--- src/rtl/bsg_lane_permute_buf.sv ---
// Lane permutation stage with a 2-entry ready/valid output buffer.
// Each beat is permuted at enqueue and stored together with its swapped flag.
module bsg_lane_permute_buf #(
   parameter int width_p = 32,
   parameter int lanes_p = 4
) (
   input  logic               clk_i,
   input  logic               reset_i,
   input  logic               v_i,
   input  logic [width_p-1:0] data_i,
   input  logic [1:0]         mode_i,
   output logic               ready_o,
   output logic               v_o,
   output logic [width_p-1:0] data_o,
   output logic               swapped_o,
   input  logic               yumi_i
);

   localparam int lw = width_p / lanes_p;
   localparam int half = lanes_p / 2;

   if ((lanes_p < 2) || (lanes_p % 2 != 0) || (width_p % lanes_p != 0)) begin : g_bad
      $error("bsg_lane_permute_buf: lanes_p must be even, >=2 and divide width_p");
   end

   logic [width_p-1:0] half_w;
   logic [width_p-1:0] rev_w;

   for (genvar j = 0; j < lanes_p; j++) begin : g_lane
      assign half_w[j*lw +: lw] = data_i[((j + half) % lanes_p)*lw +: lw];
      assign rev_w[j*lw +: lw]  = data_i[(lanes_p - 1 - j)*lw +: lw];
   end

   logic               toggle_r;
   logic [width_p-1:0] perm_data;
   logic               perm_sw;

   always_comb begin
      perm_data = data_i;
      perm_sw   = 1'b0;
      unique case (mode_i)
         2'd0: begin
            perm_data = data_i;
            perm_sw   = 1'b0;
         end
         2'd1: begin
            perm_data = half_w;
            perm_sw   = 1'b1;
         end
         2'd2: begin
            perm_data = rev_w;
            perm_sw   = 1'b1;
         end
         2'd3: begin
            perm_data = toggle_r ? half_w : data_i;
            perm_sw   = toggle_r;
         end
         default: begin
            perm_data = data_i;
            perm_sw   = 1'b0;
         end
      endcase
   end

   logic [width_p-1:0] mem_data_r [2];
   logic [1:0]         mem_sw_r;
   logic               wr_ptr_r;
   logic               rd_ptr_r;
   logic               full_r;
   logic               empty_r;
   logic               enq;
   logic               deq;

   // ready_o deliberately ignores yumi_i so there is no comb path through the buffer
   assign enq = v_i & ~full_r;
   assign deq = yumi_i & ~empty_r;

   always_ff @(posedge clk_i or posedge reset_i) begin
      if (reset_i) begin
         mem_data_r[0] <= '0;
         mem_data_r[1] <= '0;
         mem_sw_r      <= '0;
         wr_ptr_r      <= 1'b0;
         rd_ptr_r      <= 1'b0;
         full_r        <= 1'b0;
         empty_r       <= 1'b1;
         toggle_r      <= 1'b0;
      end else begin
         if (enq) begin
            mem_data_r[wr_ptr_r] <= perm_data;
            mem_sw_r[wr_ptr_r]   <= perm_sw;
            wr_ptr_r             <= ~wr_ptr_r;
            if (mode_i == 2'd3) begin
               toggle_r <= ~toggle_r;
            end
         end
         if (deq) begin
            rd_ptr_r <= ~rd_ptr_r;
         end
         unique case ({enq, deq})
            2'b10: begin
               empty_r <= 1'b0;
               full_r  <= ~empty_r;
            end
            2'b01: begin
               full_r  <= 1'b0;
               empty_r <= ~full_r;
            end
            default: begin
               full_r  <= full_r;
               empty_r <= empty_r;
            end
         endcase
      end
   end

   assign ready_o   = ~full_r;
   assign v_o       = ~empty_r;
   assign data_o    = mem_data_r[rd_ptr_r];
   assign swapped_o = mem_sw_r[rd_ptr_r];

`ifndef SYNTHESIS
   a_yumi_valid: assert property (@(posedge clk_i) disable iff (reset_i)
      !(yumi_i && !v_o))
      else $error("bsg_lane_permute_buf: yumi_i asserted with v_o low");

   a_mode_known: assert property (@(posedge clk_i) disable iff (reset_i)
      !(v_i && $isunknown(mode_i)))
      else $error("bsg_lane_permute_buf: mode_i unknown while v_i high");
`endif

endmodule

--- config.mk ---
export PLATFORM = sky130hd
export DESIGN_NAME = bsg_lane_permute_buf
export DESIGN_NICKNAME = d
export VERILOG_FILES = /design/src/rtl/bsg_lane_permute_buf.sv
export SDC_FILE = /design/constraint.sdc
export NUM_CORES = 1
export LEC_CHECK = 0
export BUFFER_PORTS_ARGS = -buffer_cell sky130_fd_sc_hd__buf_4
export CAP_MARGIN = 30
export CORE_MARGIN = 2
export CORE_UTILIZATION = 40
export DETAILED_ROUTE_END_ITERATION = 7
export GPL_TIMING_DRIVEN = 0
export PLACE_DENSITY = 0.61
export SLEW_MARGIN = 20
export SYNTH_ARGS = -nofsm -noshare
export SYNTH_HDL_FRONTEND = slang
export SYNTH_SLANG_ARGS = --single-unit
export TNS_END_PERCENT = 20
--- constraint.sdc ---
create_clock -name clk_i -period 3.95 [get_ports clk_i]
set_input_delay 0.395 -clock clk_i [delete_from_list [all_inputs] [get_ports clk_i]]
set_output_delay 0.395 -clock clk_i [all_outputs]
set_load 0.02 [all_outputs]
==> results.toml <==
[cells_and_area]
fin_nets = 521
drive_above_1_share_pct = 32.3
n_antenna_cell = 0
fillers = 915
final_cell_area_um2 = 4910
area_delta_synth_final_pct = 26.1

[route]
routedWlPerCell_um = 20.7
drc = 0
dr.first_iter.drc_count = 370
viasPerCell = 5.89
wl_um = 12800
drtPass1Iterations = 5
antenna_left = 0
routed-via-count = 3629

[setup_path]
arrival_ns = 1.83
crit_path_frequent_cell = "buf_2"
critPathMaxFanout = 10
startpoint_type = "register"
critical_path_class = "register to primary output"
critical-path-top-delay-family = "buffers and inverters"
path_cells = "buf_2 -> buf_2 -> mux2_2 -> buf_4"
crit_required_ns = 3.56
max_stage_delay_ns = 0.41
crit_path_end_kind = "primary output"
path_buf_inv = 3
critPathSlowestCell = "mux2_2"

[timing]
final_max_slew_viol_count = 0
setup_viol = 0
tightestPinTransition_ns = 0.506
rsz0062_at_grt = "false"
fin_setup_tns_ns = 0
min_period_ns = 2.23
fin_skew_ns = 0.00992
slew_headroom_pct = 66.2
finalHoldViolations = 0
period_share_pct = 56.4
fmax_mhz = 449

[synth]
yosysSeqAreaShare_pct = 45.6
ys_ff_latch = 71
synthCells = 393
ys_warn_count = 0
syn_area_um2 = 3900
avgSynthCellArea_um2 = 9.91
synth_cell_types = 24
syn_nets = 436

[pwr]
finalPower_mw = 4.21
ir_drop_mv = 0.451
p_per_area_nw_per_um2 = 858
p_leak_nw = 1.98

[grt]
grt_first_pass_wirelength_um = 20100
first_global_vias = 3798
antenna_found_initial = 0
grt_max_degree = 58
grt_usage_pct = 25.8
overflow = 0

[flow_run]
drv_cap = 0

[worst_hold_path]
hold_class = "input port to register"

[placement]
port_buffers = 72
place_area_um2 = 4630
place.gp.congestion = 0.843
dp_hpwl_um = 9040

[clock_network]
clk_pin_slew_ns = 0.07
cts_tree = "yes"
clkLatencyLatePin_ns = 0.37
cts_max_level = 3
cts_buffers = 9
clock_path_buffers = 2
clock_sinks = 71
cts_root_buf = "clkbuf_8"

[run_status]
outcome = "finished, final reports clean"

[die]
die_w_um = 103
io_pins = 73
fp-row-count = 36
fp.dieH_um = 103
floorplan.initialDensity_pct = 40.6
dieArea_um2 = 10500
core-area_um2 = 9590
[final cells by class]
type                       instances  area [µm²]  share of cell area, %
sequential                        71        1780                   36.2
tap                              133         166                   3.39
clock buffer                       9         124                   2.52
clock inverter                     7         145                   2.95
inverter                           5        21.3                  0.433
timing repair buffer              74         578                   11.8
multi-input combinational        282        1900                   38.6
buffer                            35         204                   4.15
[synthesized netlist by cell type]
cell type,count,share of area [%]
nor3b_2,1,0.32
xnor2_1,2,0.45
buf_4,5,0.96
inv_1,5,0.48
nor2b_2,1,0.22
dfrtp_1,70,45
xor2_1,1,0.22
nand2_1,36,3.5
clkbuf_1,7,0.67
mux2_2,35,10
a21oi_1,1,0.13
nor2b_1,2,0.32
a41oi_1,64,14
nor2_1,65,6.3
dfstp_2,1,0.67
buf_6,4,1.2
buf_2,19,2.4
o21ai_0,33,4.2
nand3_1,1,0.13
and3b_1,1,0.22
o31ai_1,1,0.19
a21o_1,1,0.19
nand3b_1,32,6.2
ha_1,5,1.6
[kinds of logic after synthesis]
kind of cell / count (synthesis) / synth area share (%)
buffers and inverters: 40 / 5.72
AOI/OAI and AO/OA: 100 / 19.1
adders and majority gates: 5 / 1.61
and+or+nand+nor: 139 / 17.1
xor gates and xnor gates: 3 / 0.674
DFF: 71 / 45.6
muxes: 35 / 10.1
[placed cells by master (no fill, tap or decap), types with 5 or more instances in the layout]
| cell | Yosys | final |
|---|---|---|
| dfrtp_1 | 70 | 70 |
| nand2_1 | 36 | 36 |
| nand3b_1 | 32 | 32 |
| buf_4 | 5 | 77 |
| clkbuf_8 | 0 | 9 |
| buf_2 | 19 | 19 |
| o21ai_0 | 33 | 33 |
| clkbuf_1 | 7 | 7 |
| ha_1 | 5 | 5 |
| a41oi_1 | 64 | 64 |
| nor2_1 | 65 | 65 |
| mux2_2 | 35 | 35 |
[metal layers]
| layer | global-route usage, % | vias to the layer above | routed length, µm |
|---|---|---|---|
| met5 | 0 | - | 0 |
| met4 | 13.9 | 0 | 419 |
| met3 | 4.27 | 35 | 893 |
| met2 | 40.6 | 163 | 6110 |
| met1 | 34.1 | 1802 | 5350 |
| li1 | - | 1629 | - |
[final timing paths]
path	start	endpoint	slack, ns	depth (start not counted)
worst min register to register	empty_r$_DFFE_PP1P_	empty_r$_DFFE_PP1P_	0.50	2
worst max-delay path	rd_ptr_r$_DFFE_PP0P_	data_o[4]	1.72	4
worst min-delay path	v_i	toggle_r$_DFFE_PP0P_	0.33	3
max in group asynchronous	reset_i	mem_data_r[62]$_DFFE_PP0P_	2.92	4
worst max register to register	full_r$_DFFE_PP0P_	mem_data_r[1]$_DFFE_PP0P_	2.46	5
min in group asynchronous	reset_i	full_r$_DFFE_PP0P_	0.51	3
[sequential cells by signal (all words and copies together) (netlist names)]
name	flops
empty_r	1
full_r	1
mem_data_r	64
mem_sw_r	2
rd_ptr_r	1
toggle_r	1
wr_ptr_r	1
[worst register-to-register path: cells and delay by family (launching register included)]
family / cells / cell delay, ns
simple gates: 2 / 0.33
buf+inv: 2 / 0.47
flops: 1 / 0.41
compound gates: 1 / 0.20
[repair_timing]
item	in CTS	in global routing
endpoints found under the setup margin	0	0
resized for setup	0	0
hold buffers	1	0
buffers inserted	0	0
endpoints found under the hold margin	13	0
[power breakdown]
| group | internal [mW] | total (mW) | switching [mW] |
|---|---|---|---|
| Combinational | 0.979 | 2.14 | 1.16 |
| Sequential | 1.10 | 1.29 | 0.190 |
| Clock | 0.485 | 0.785 | 0.299 |
[metrics by stage]
step	worst slack, ns	hold slack (ns)	instances	util, %
floorplan	1.76	0.472	393	-
global placement	0.864	0.483	598	48.0
detailed placement	2.10	0.338	599	48.3
CTS	1.72	0.320	616	51.2
global route	1.64	0.339	616	51.2
finish	1.72	0.333	616	51.2
Power figures use the tool's default switching activity.
